==> config.mk <==
export PLATFORM = sky130hd
export DESIGN_NAME = sub86_prefetch
export DESIGN_NICKNAME = d
export VERILOG_FILES = /design/src/rtl/sub86_pkg.sv /design/src/rtl/sub86_ibyteq.sv /design/src/rtl/sub86_prefetch.sv
export SDC_FILE = /design/constraint.sdc
export NUM_CORES = 1
export LEC_CHECK = 0
export ABC_AREA = 0
export CAP_MARGIN = 20
export CORE_MARGIN = 2
export CORE_UTILIZATION = 26
export DETAILED_ROUTE_END_ITERATION = 16
export HOLD_SLACK_MARGIN = 0.02
export PLACE_DENSITY = 0.41
export SYNTH_ARGS = -nofsm -noshare
export SYNTH_HDL_FRONTEND = slang
export SYNTH_SLANG_ARGS = --single-unit
==> constraint.sdc <==
create_clock -name CLK -period 6.5 [get_ports CLK]
set_clock_uncertainty 0.15 [all_clocks]
set_input_delay 0.975 -clock CLK [delete_from_list [all_inputs] [get_ports CLK]]
set_output_delay 0.975 -clock CLK [all_outputs]
set_load 0.005 [all_outputs]
==> src/rtl/sub86_pkg.sv <==
// Shared definitions for the sub86 instruction prefetch unit: fetch FSM encodings,
// memory byte-lane order and the halfword driven to the core when nothing is buffered.
package sub86_pkg;

    typedef enum logic [1:0] {
        FS_IDLE = 2'b00,
        FS_BUSY = 2'b01,
        FS_DROP = 2'b10
    } fetch_state_t;

    // Instruction memory is little-endian: the byte at MA+k sits in MD[8k+7:8k].
    localparam bit MD_LITTLE_ENDIAN = 1'b1;

    localparam logic [15:0] ID_FILL = 16'h0000;

    function automatic logic [7:0] md_lane(input logic [31:0] md, input logic [1:0] k);
        logic [7:0] b;
        if (MD_LITTLE_ENDIAN) begin
            b = md[8*k +: 8];
        end else begin
            b = md[8*(3-k) +: 8];
        end
        return b;
    endfunction

endpackage

==> src/rtl/sub86_ibyteq.sv <==
// Circular byte queue feeding the core: 0..4 byte append at the tail, two-byte peek at
// head+0 or head+2, pop of two bytes and a synchronous clear used on redirects.
module sub86_ibyteq
    import sub86_pkg::*;
#(
    parameter int unsigned DEPTH = 16
) (
    input  logic        i_clk,
    input  logic        i_rst_n,
    input  logic        i_clear,
    input  logic [2:0]  i_wr_n,
    input  logic [31:0] i_wr_data,
    input  logic        i_pop2,
    input  logic        i_off2,
    output logic [7:0]  o_b0,
    output logic [7:0]  o_b1
);

    localparam int AW = $clog2(DEPTH);

    logic [7:0]    r_mem [DEPTH];
    logic [AW-1:0] r_rd_ptr;
    logic [AW-1:0] r_wr_ptr;
    logic [AW-1:0] w_rd0;
    logic [AW-1:0] w_rd1;

    // Pointers wrap naturally because DEPTH is a power of two.
    always_ff @(posedge i_clk or negedge i_rst_n) begin
        if (!i_rst_n) begin
            r_rd_ptr <= '0;
            r_wr_ptr <= '0;
        end else if (i_clear) begin
            r_rd_ptr <= '0;
            r_wr_ptr <= '0;
        end else begin
            r_wr_ptr <= r_wr_ptr + AW'(i_wr_n);
            if (i_pop2) begin
                r_rd_ptr <= r_rd_ptr + AW'(2);
            end
        end
    end

    always_ff @(posedge i_clk) begin
        for (int k = 0; k < 4; k++) begin
            if (!i_clear && (k < int'(i_wr_n))) begin
                r_mem[r_wr_ptr + AW'(k)] <= i_wr_data[8*k +: 8];
            end
        end
    end

    assign w_rd0 = r_rd_ptr + (i_off2 ? AW'(2) : AW'(0));
    assign w_rd1 = w_rd0 + AW'(1);
    assign o_b0  = r_mem[w_rd0];
    assign o_b1  = r_mem[w_rd1];

endmodule

==> src/rtl/sub86_prefetch.sv <==
// sub86 instruction prefetch: fetches 32-bit words over MREQ/MACK into a byte queue and
// presents the halfword at IA on ID, gating the core with CE.
module sub86_prefetch
    import sub86_pkg::*;
#(
    parameter int unsigned DEPTH = 16
) (
    input  logic        CLK,
    input  logic        RSTN,
    input  logic [31:0] IA,
    output logic [15:0] ID,
    output logic        CE,
    input  logic        HOLD,
    output logic [31:0] MA,
    output logic        MREQ,
    input  logic        MACK,
    input  logic [31:0] MD,
    output logic [1:0]  DBG_STATE
);

    localparam int AW = $clog2(DEPTH);
    localparam int CW = AW + 1;

    // Handshake: MREQ high with MA stable until the cycle MACK is high; MD is taken in
    // that same cycle and the request counts as complete on that rising edge.
    fetch_state_t  r_state;
    logic [31:0]   r_head_addr;
    logic [CW-1:0] r_count;
    logic [31:0]   r_nfa;
    logic [1:0]    r_skip;
    logic [31:0]   r_ma_q;
    logic          r_started;

    logic          w_hit0;
    logic          w_hit2;
    logic          w_cnt_ge2;
    logic          w_cnt_ge4;
    logic          w_valid;
    logic          w_pop;
    logic          w_flush;
    logic          w_space;
    logic          w_mreq;
    logic          w_write;
    logic [2:0]    w_wr_n;
    logic [2:0]    w_q_wr_n;
    logic [31:0]   w_wr_data;
    logic [CW-1:0] w_pop_n;
    logic [CW-1:0] w_wr_cnt;
    logic [7:0]    w_q_b0;
    logic [7:0]    w_q_b1;

    assign w_hit0    = (IA == r_head_addr);
    assign w_hit2    = (IA == (r_head_addr + 32'd2));
    assign w_cnt_ge2 = (r_count >= CW'(2));
    assign w_cnt_ge4 = (r_count >= CW'(4));
    assign w_valid   = (w_hit0 & w_cnt_ge2) | (w_hit2 & w_cnt_ge4);
    // A sequential step pops as soon as the old head halfword is present, even if the
    // new halfword still needs bytes; hit2 with fewer than 2 bytes is a redirect.
    assign w_pop     = w_hit2 & w_cnt_ge2;
    assign w_flush   = ~w_hit0 & ~w_pop;
    assign w_space   = (({1'b0, r_count} + (CW+1)'(4)) <= (CW+1)'(DEPTH));

    assign w_mreq    = r_started & (((r_state == FS_IDLE) & w_space) |
                                    (r_state == FS_BUSY) | (r_state == FS_DROP));
    assign w_write   = w_mreq & MACK & ~w_flush & (r_state != FS_DROP);
    assign w_wr_n    = 3'd4 - {1'b0, r_skip};
    assign w_q_wr_n  = w_write ? w_wr_n : 3'd0;
    assign w_pop_n   = w_pop ? CW'(2) : CW'(0);
    assign w_wr_cnt  = w_write ? CW'(w_wr_n) : CW'(0);

    // Leading bytes before the redirect target are dropped; the rest shift to lane 0.
    always_comb begin
        w_wr_data = '0;
        for (int k = 0; k < 4; k++) begin
            if ((k + int'(r_skip)) < 4) begin
                w_wr_data[8*k +: 8] = md_lane(MD, 2'(k + int'(r_skip)));
            end
        end
    end

    always_ff @(posedge CLK or negedge RSTN) begin
        if (!RSTN) begin
            r_state     <= FS_IDLE;
            r_head_addr <= '0;
            r_count     <= '0;
            r_nfa       <= '0;
            r_skip      <= '0;
            r_ma_q      <= '0;
            r_started   <= 1'b0;
        end else begin
            r_started <= 1'b1;
            if (w_flush) begin
                r_head_addr <= IA;
                r_count     <= '0;
                r_nfa       <= {IA[31:2], 2'b00};
                r_skip      <= IA[1:0];
                // An unacknowledged request must still complete on the bus; its data is dropped.
                if (w_mreq && !MACK) begin
                    r_state <= FS_DROP;
                    if (r_state == FS_IDLE) begin
                        r_ma_q <= r_nfa;
                    end
                end else begin
                    r_state <= FS_IDLE;
                end
            end else begin
                if (w_pop) begin
                    r_head_addr <= r_head_addr + 32'd2;
                end
                r_count <= r_count - w_pop_n + w_wr_cnt;
                if (w_write) begin
                    r_nfa  <= r_nfa + 32'd4;
                    r_skip <= '0;
                end
                case (r_state)
                    FS_IDLE: begin
                        if (w_mreq && !MACK) begin
                            r_state <= FS_BUSY;
                            r_ma_q  <= r_nfa;
                        end
                    end
                    FS_BUSY, FS_DROP: begin
                        if (MACK) begin
                            r_state <= FS_IDLE;
                        end
                    end
                    default: r_state <= FS_IDLE;
                endcase
            end
        end
    end

    sub86_ibyteq #(
        .DEPTH(DEPTH)
    ) u_ibyteq (
        .i_clk     (CLK),
        .i_rst_n   (RSTN),
        .i_clear   (w_flush),
        .i_wr_n    (w_q_wr_n),
        .i_wr_data (w_wr_data),
        .i_pop2    (w_pop),
        .i_off2    (w_hit2),
        .o_b0      (w_q_b0),
        .o_b1      (w_q_b1)
    );

    assign ID        = w_valid ? {w_q_b0, w_q_b1} : ID_FILL;
    assign CE        = w_valid & ~HOLD;
    assign MREQ      = w_mreq;
    assign MA        = (r_state == FS_IDLE) ? r_nfa : r_ma_q;
    assign DBG_STATE = r_state;

endmodule

# Yosys cells after proc, flatten, opt, wreduce, memory -nomap -nowiden

Memory sizes are Yosys's and may differ from the RTL's.
Index checks and enable logic that the tools add are counted.

Add/subtract/negate cells: 16
Magnitude comparators: 11
Eq/ne operators: 9
Shift operators: 4
Muxes and demuxes: 37
Bitwise logic cells: 17
Reductions and logical operators: 14

Operators with widths:

| kind                    | number |
|---|---|
| $mux W32                | 9 |
| $shiftx A32 B6 Y8       | 4 |
| $lt A32 B4 Y1 const B   | 3 |
| $eq A32 B32 Y1          | 2 |
| $add A32 B2 Y32 const B | 1 |
| $add A32 B3 Y32 const B | 1 |
| $mux W8                 | 4 |
| $mux W16                | 1 |
| $mux W2                 | 8 |
| $add A4 B2 Y4 const B   | 3 |
| $mux W4                 | 3 |
| $and A1 B1 Y1           | 10 |
| $add A4 B1 Y4 const B   | 2 |
| $mux W1                 | 8 |
| $add A2 B2 Y3 const A   | 2 |
| $add A5 B3 Y6 const B   | 1 |
| $le A6 B5 Y1 const B    | 1 |
| $lt A1 B3 Y1 const A    | 2 |
| $lt A2 B3 Y1 const A    | 2 |
| $mux W3                 | 2 |
| $ne A2 B2 Y1 const B    | 3 |
| $ne A3 B2 Y1 const B    | 2 |
| $reduce_bool A2 Y1      | 3 |
| $add A5 B3 Y5           | 1 |
| other kinds (20)        | 30 |

Register bits after elaboration: 114
Memory bits (writable): 128
Input bits: 68
Output and inout bits: 52
Word-level logic and storage cells: 118
Memories kept: 1

Memory list:

| memory         | depth | bits a word | read ports | clocked after Yosys merged registers in | write ports | line               | source |
|---|---|---|---|---|---|---|---|
| u_ibyteq.r_mem | 16    | 8           | 2          | 0                                       | 4           | sub86_ibyteq.sv:21 | `logic [7:0] r_mem [DEPTH];` |

# Longest topological paths before layout

Gate-level depths: netlist of the first run.

Word-level depth: 14
Gate-level depth with buffers: 23
Mapped depth without buffers: 18

# Modules after synthesis

From an unflattened synthesis of the first run, not the netlist that was laid out.

Cell total of the unflattened synthesis: 1,682
Area, all modules: 17,624.4 µm²

Modules (own cells, without submodules):

| module         | instances | cells an instance | area each (µm²) | seq. area each (µm²) |
|---|---|---|---|---|
| sub86_ibyteq   | 1         | 980               | 10,318.6        | 4,018.9 |
| sub86_prefetch | 1         | 702               | 7,305.8         | 2,602.5 |

# Worst setup path after synthesis of the first run

Ideal clock, no wire load.

Path type: in2reg
Start: input port IA[10]
End: register r_count[4]
Library setup time: 0.132 ns
Data arrival time: 4.818 ns
Required time: 6.218 ns
Setup slack: 1.401 ns
Stages: 21
Path buffers: 5
Cells stage by stage: xnor2_1 > or4_1 > a211o_1 > a211oi_1 > nor4bb_1 > nand4b_1 > o21a_1 > buf_6 > buf_8 > buf_12 > buf_6 > nor2_4 > buf_2 > nand2_1 > fa_1 > ha_1 > inv_1 > a21o_1 > a21oi_1 > xnor2_1 > nor2_1

Word-level cells in the longest chain between the ends: 10
Elaborated cells between the ends (all ways): 14
Classes of those cells: add/sub: 2; eq/ne: 2; mux: 3; bitwise: 7

RTL lines:

| element                                                               | line                  | source |
|---|---|---|
| start, declared                                                       | sub86_prefetch.sv:10  | `input logic [31:0] IA,` |
| parallel branches: the longest is 9 deep, another holds $sub A5 B2 Y5 | n/a                   |  |
| $mux W5 *                                                             | sub86_prefetch.sv:92  | `if (w_flush) begin` |
| end signal, assigned                                                  | sub86_prefetch.sv:110 | `r_count <= r_count - w_pop_n + w_wr_cnt;` |
| end, declared                                                         | sub86_prefetch.sv:28  | `logic [CW-1:0] r_count;` |

Every way passes the cells marked *.
A chain may end at the register's enable or synchronous reset.

# Worst setup path after layout of the first run

Start: input port IA[25]
End: output port ID[6]

Word-level cells in the longest chain between the ends: 6
Elaborated cells between the ends (all ways): 10
Classes of those cells: add/sub: 2; eq/ne: 2; mux: 2; bitwise: 3; memory: 1

RTL lines:

| element        | line                  | source |
|---|---|---|
| $eq A32 B32 Y1 | sub86_prefetch.sv:53  | `assign w_hit2 = (IA == (r_head_addr + 32'd2));` |
| $mux W2        | sub86_ibyteq.sv:51    | `assign w_rd0 = r_rd_ptr + (i_off2 ? AW'(2) : AW'(0));` |
| $add A4 B4 Y4  | sub86_ibyteq.sv:51    |  |
| $add A4 B1 Y4  | sub86_ibyteq.sv:52    | `assign w_rd1 = w_rd0 + AW'(1);` |
| $mem_v2 Z16 W8 | n/a                   |  |
| $mux W16 *     | sub86_prefetch.sv:147 | `assign ID = w_valid ? {w_q_b0, w_q_b1} : ID_FILL;` |
| end, declared  | sub86_prefetch.sv:11  | `output logic [15:0] ID,` |

Mark *: on every way between the ends. The rest lies on a longest branch, timed or not.

==> run metrics, run 1 <==
full die area about 0.067 mm2; drt via density 5.76; Max-Cap Viols 0; share of cells above drive strength 1 0.168; grt total ovfl 0; register bit total from synthesis 239; syn nets between 1500 and 2000; final WL 68800 um; Pwr Total between 4000 and 5000 uW; Worst path max stage delay 0.53 ns; CP startpoint kind primary input; Final Critical Period around 6 ns; PostCTS Resize Cnt 0; Crit. path cell count 15; asr flop ratio synth 0.464; number of synthesized flops with an enable pin approximately 130; initial core utilization 0.262; post-synthesis sequential area ratio 0.392; clk sinks about 240; # rows 93; # H-tree levels 1; input/output buffers 119; worst path bufs/invs 4; sequential share of power 0.410; endpoints failing setup 0; f_max around 0.16 GHz; DRC 0; crit path max fanout 24; first-pass GRT wire length between 100000 and 150000 um; area grow syn2layout 19.0%; Top FF cell, synth edfxtp_1; first drt pass iteration count 7; IO Count 120; initial antenna violation count 11; largest net degree at the start of global routing 76; fin crit share 0.949; yosys warns 0; Comb pwr share 0.156; DRT antenna net count 0; Req. time, crit path between 5 and 6 ns; Die Wd between 200 and 300 um; VDD IR max ~0.2 mV; Gate Count Post-Synth about 1700; sw frac 0.272; DRT iter0 DRCs 1296; gr usage total 0.202; worst skew pair latency 0.62 ns; FF-to-FF path depth 17; root buffer cell clkbuf_16; Die H about 260 um; Setup WS pre-CTS between 0.3 and 0.4 ns; internal power about 3000 uW; GP Congestion 0.906; CTS tree yes; Worst R2R Start r_head_addr[2]$_DFFE_PN0P_; RSZ-0062 raised after global routing false; most frequent cell on the critical path clkdlybuf4s50_1; core box area 0.0643 mm2; detailed placement HPWL between 40000 and 50000 um; Worst Max-Slew Pin Slew approximately 1.2 ns; Power Density 208 mW/mm2; Slew Viols, Final 0; Avg WL per Cell between 20 and 30 um; delay-heaviest family, CP buffers and inverters; PnR worst setup slack around 0.33 ns; NetSw ~1100 uW; Setup CP Type primary input to output port; number of global-route vias before repair between 10000 and 15000; vias 14976; status finished, final reports clean; Clock Pin Slew Worst Setup and Hold Paths 0.06 ns; slew margin rel. 0.228; total CTS buffers 31; Avg Inst Size Synth 10.1 um2; CP max stage cell clkdlybuf4s50_1; Clock power frac 0.434; worst reg-to-reg setup slack approximately 1.5 ns; Final Hold Violating Endpoints 0; Clock Tree Buf Depth 3; Critical Path, Cell by Cell clkdlybuf4s50_1, or3b_2, o21ai_0, a211oi_1, a2111oi_0, o22ai_1, nand3b_1, nor2_1, buf_4, ha_2, buf_12, mux4_2, nand2_1, a21oi_1, clkdlybuf4s50_1; crit path DAT approximately 5 ns; Final Util 0.312; Post-CTS Setup Inserts 0; post-synthesis instance area around 0.017 mm2; CP Capture Type output port; Leak between 0.006 and 0.007 uW; number of hold buffers added after CTS 0; Nets roughly 1800; min-delay worst type primary input to asynchronous set/reset pin; reg2reg end r_count[4]$_DFF_PN0_; Synth cell types 80; TNS Setup 0 ns
-- layer usage --
layer  vias to the layer above  track usage  part of all wire
met2                       660        0.340              0.48
met4                        18       0.0824             0.046
met5                         -            0            0.0016
met3                       181       0.0444             0.070
met1                      7474        0.250              0.41
li1                       6643            -                 -
-- metrics by stage --
stage               hold slack (ns)  cell area, um2  cells
floorplan                     0.295           16900   1665
global placement              0.314           19000   2542
detailed placement            0.320           19000   2542
CTS                           0.197           20000   2598
global route                  0.231           20100   2601
finish                        0.200           20100   2602
-- registers in the layout (all words and copies together), names as in the netlist --
name               count
r_head_addr           32
u_ibyteq.r_mem       128
u_ibyteq.r_wr_ptr      4
r_count                5
DBG_STATE              2
r_started              1
r_skip                 2
u_ibyteq.r_rd_ptr      3
r_nfa                 30
r_ma_q                32
-- cell type report --
cell class                      instances  area, um2
Sequential cell                       239       6620
Multi-Input combinational cell       1244       9490
Tap cell                              855       1070
Antenna cell                            2       5.00
Inverter                               24       90.1
Clock buffer                           35        811
Clock inverter                         21        250
Fill cell                            6561      44300
Timing Repair Buffer                  182       1750
-- cells by family (layout without fill, tap and decap cells) --
kind of cell / count (synthesis) / count (layout) / share of synthesized area
AO/OA/AOI/OAI: 472 / 472 / 0.203
XOR/XNOR: 80 / 80 / 0.0415
adder cells (fa/ha/maj): 25 / 25 / 0.0193
buffers and inverters: 182 / 262 / 0.0482
flip-flops: 239 / 239 / 0.392
multiplexers: 125 / 125 / 0.119
other: 1 / 3 / 0.000222
AND/OR/NAND/NOR: 541 / 541 / 0.177
-- Yosys cell counts, types with 11 or more instances --
cell type	n	area (um2)
nand2_1	130	488
a221oi_1	98	858
buf_2	16	80.1
a211oi_1	127	953
nor3_1	110	551
edfxtp_1	128	3840
mux2_2	60	676
xnor2_1	29	254
inv_1	24	90.1
nand3_1	49	245
dfrtp_1	111	2780
o21ai_0	56	280
mux2i_1	11	110
buf_1	11	41.3
clkbuf_1	117	439
and2_1	15	93.8
nor4_1	13	81.3
xor2_1	51	447
nand4_1	16	100
mux4_2	54	1220
a31oi_1	14	87.6
a21oi_1	60	300
a21boi_0	42	315
and3_1	20	125
nor2_1	97	364
ha_1	22	275
-- power groups by stage --
stage | clock network, uW | registers [uW] | logic (uW)
after floorplan | 0 | 1730 | 379
after global placement | 0 | 1740 | 644
after detailed placement | 0 | 1750 | 647
after CTS | 1860 | 1720 | 650
after global routing | 1910 | 1730 | 701
final | 1820 | 1720 | 651
-- worst max-delay path by stage --
stage,start,to
2_1_floorplan,IA[10],r_count[4]$_DFF_PN0_
3_3_place_gp,IA[25],ID[10]
3_5_place_dp,IA[25],ID[2]
4_1_cts,IA[25],ID[6]
5_1_grt,IA[25],ID[10]
6_report,IA[25],ID[6]
-- placed cells by master (no fill, tap or decap), drive strengths merged, types with 11 or more instances in the layout --
cell type / n
edfxtp: 128
nand4: 16
clkinv: 11
nand3: 52
inv: 25
clkdlybuf4s50: 118
a221oi: 102
mux4: 54
and3: 20
buf: 64
ha: 22
a211oi: 129
nor3: 130
and2: 16
dfrtp: 111
a21oi: 60
xor2: 51
nand2: 130
nor4: 19
clkbuf: 35
xnor2: 29
mux2i: 11
nor2: 100
a21boi: 42
o21ai: 64
a31oi: 14
mux2: 60
Note: power is estimated with default switching activity, not from simulation.
==> inputs of run 2 (changes only) <==
- CTS_CLUSTER_SIZE: default -> 24
==> results of run 2 <==
Final layout, timing and power as in run 1 (identical DEF).
==> inputs of run 3 (changes only) <==
- DONT_BUFFER_PORTS: default -> 1
- PLACE_DENSITY: 0.41 -> 0.38
==> run 3 against run 2 <==
- first-iteration DRC count increased by 11%
- cell count decreased by 4.9%
- wire length decreased by 0.44%
- critical path depth decreased by 1
- sequential power about the same
- core utilization decreased by 2.0 points
- clock power decreased by 3%
- die area unchanged
- design area decreased by 6.3%
- clock-buffer cell count increased by 4
- largest cell class unchanged
- combinational power decreased by 17%
- largest power group unchanged
==> run metrics, run 3 (synthesis gave the netlist of run 1 again) <==
status finished, final reports clean; crit path max fanout 17; f_max approximately 0.17 GHz; TNS Setup 0 ns; worst reg-to-reg setup slack 1.34 ns; clk sinks approximately 240; Slew Viols, Final 0; first drt pass iteration count 6; Setup CP Type register to output port; sequential share of power 0.426; Final Hold Violating Endpoints 0; Clock Pin Slew Worst Setup and Hold Paths roughly 0.060 ns; CTS tree yes; Worst Setup EP ID[4]; Die Wd between 200 and 300 um; Largest Register u_ibyteq.r_mem; Power Density ~210 mW/mm2; commonest cells after routing, fill and taps aside 130 x nand2_1, 128 x edfxtp_1, 127 x a211oi_1, 110 x dfrtp_1, 110 x nor3_1; Final Util 0.293; Die H approximately 260 um; share of cells above drive strength 1 0.173; Nets about 1700; grt total ovfl 0; full die area approximately 0.067 mm2; min-delay worst type primary input to asynchronous set/reset pin; RSZ-0062 raised after global routing false; IO Count between 100 and 150; Fill cells 6703; Avg WL per Cell ~28 um; worst skew pair latency between 0.5 and 0.6 ns; Worst Max-Slew Pin Slew between 1 and 1.5 ns; gr usage total 0.202; vias ~14000; initial core utilization 0.262; Max-Cap Viols 0; endpoints failing setup 0; Worst R2R Start r_head_addr[9]$_DFFE_PN0P_; VDD IR max between 0.15 and 0.2 mV; GP Congestion between 0.8 and 0.9; Comb pwr share 0.135; most common cell after layout, fill and taps aside nand2_1; Req. time, crit path 5.37 ns; Post-CTS Setup Inserts 0; drt via density 5.81; root buffer cell clkbuf_16; slew margin rel. 0.248; sw frac 0.268; NetSw 1080 uW; Final Critical Period 6.00 ns; DRT iter0 DRCs around 1400; core box area approximately 0.064 mm2; Leak 0.00621 uW; first-pass GRT wire length about 100000 um; Clock Tree Buf Depth 3; largest net degree at the start of global routing ~110; internal power between 2000 and 3000 uW; Setup crit start r_head_addr[9]$_DFFE_PN0P_; fin crit share 0.924; final WL ~69000 um; crit path DAT 4.88 ns; CP startpoint kind register; input/output buffers 0; detailed placement HPWL between 40000 and 50000 um; # rows between 90 and 100; FF-to-FF path depth 17; reg2reg end r_count[4]$_DFF_PN0_; DRT antenna net count 0; Pwr Total about 4000 uW; # H-tree levels 1; DRC 0; Clock power frac 0.439; max reg flops between 100 and 150; Largest regs u_ibyteq.r_mem x128, r_head_addr x32, r_ma_q x32; total CTS buffers 30; Antenna diodes 0; initial antenna violation count 0; area grow syn2layout 11.5%; number of global-route vias before repair between 10000 and 15000; CP Capture Type output port
run 3: cell count changes in the layout (fill, tap and decap cells not counted), sizes merged:
cell	before	now
clkdlybuf4s50	118	0
buf	64	57
clkbuf	35	39
clkinvlp	4	2
diode	2	0
bufinv	5	4
clkinv	11	10
run 3: how the worst min path moves through the flow:
stage                                  end  depth (start not counted)
2_1_floorplan        r_ma_q[0]$_DFFE_PN0P_                          1
3_3_place_gp         r_ma_q[0]$_DFFE_PN0P_                          1
3_5_place_dp         r_ma_q[1]$_DFFE_PN0P_                          1
4_1_cts        r_head_addr[20]$_DFFE_PN0P_                          1
5_1_grt              r_nfa[30]$_DFFE_PN0P_                          1
6_report             r_nfa[22]$_DFFE_PN0P_                          1
run 3: cell type report:
class / count / area (um2) / area share
inverter: 24 / 90.1 / 0.00479
multi-input combinational: 1244 / 9510 / 0.505
clock buffer: 39 / 836 / 0.0444
tap: 855 / 1070 / 0.0568
sequential: 239 / 6620 / 0.352
clock inverter: 17 / 191 / 0.0102
timing repair buffer: 57 / 503 / 0.0267
run 3: metal layers:
layer,global-route usage,wire length [um],vias to the layer above
li1,-,-,6404
met1,0.253,27300,7180
met2,0.340,32800,651
met3,0.0422,5420,137
met4,0.0798,2990,0
met5,0,0,-
run 3: power by group through the flow:
stage / clock [uW] / sequential, uW / combinational [uW]
floorplan: 0 / 1730 / 379
global placement: 0 / 1740 / 525
detailed placement: 0 / 1750 / 527
CTS: 1820 / 1720 / 546
global route: 1870 / 1720 / 589
finish: 1770 / 1720 / 543
run 3: repair_timing:
action | CTS | global route
resized for setup | 0 | 0
endpoints found under the hold margin | 111 | 0
hold buffers | 1 | 0
run 3: per-stage QoR:
step	std cells	setup slack, ns	hold slack [ns]	area [um2]
3_3_place_gp	2413	0.832	0.314	17700
2_1_floorplan	1665	1.40	0.295	16900
4_1_cts	2472	0.466	0.224	18800
3_5_place_dp	2415	0.715	0.316	17700
6_report	2475	0.497	0.196	18800
5_1_grt	2475	0.143	0.227	18800
run 3: worst max-delay path: stages (launching register included):
cell      delay [ns]
dfrtp_1         0.50
nand3_1         0.33
or4_1           0.55
o21ai_1         0.16
nand4_1         0.09
nor4_1          0.48
nand3b_1        0.17
nor2_1          0.43
ha_2            0.28
ha_1            0.12
buf_4           0.31
buf_4           0.34
mux4_2          0.23
nand2_1         0.06
a21oi_1         0.26
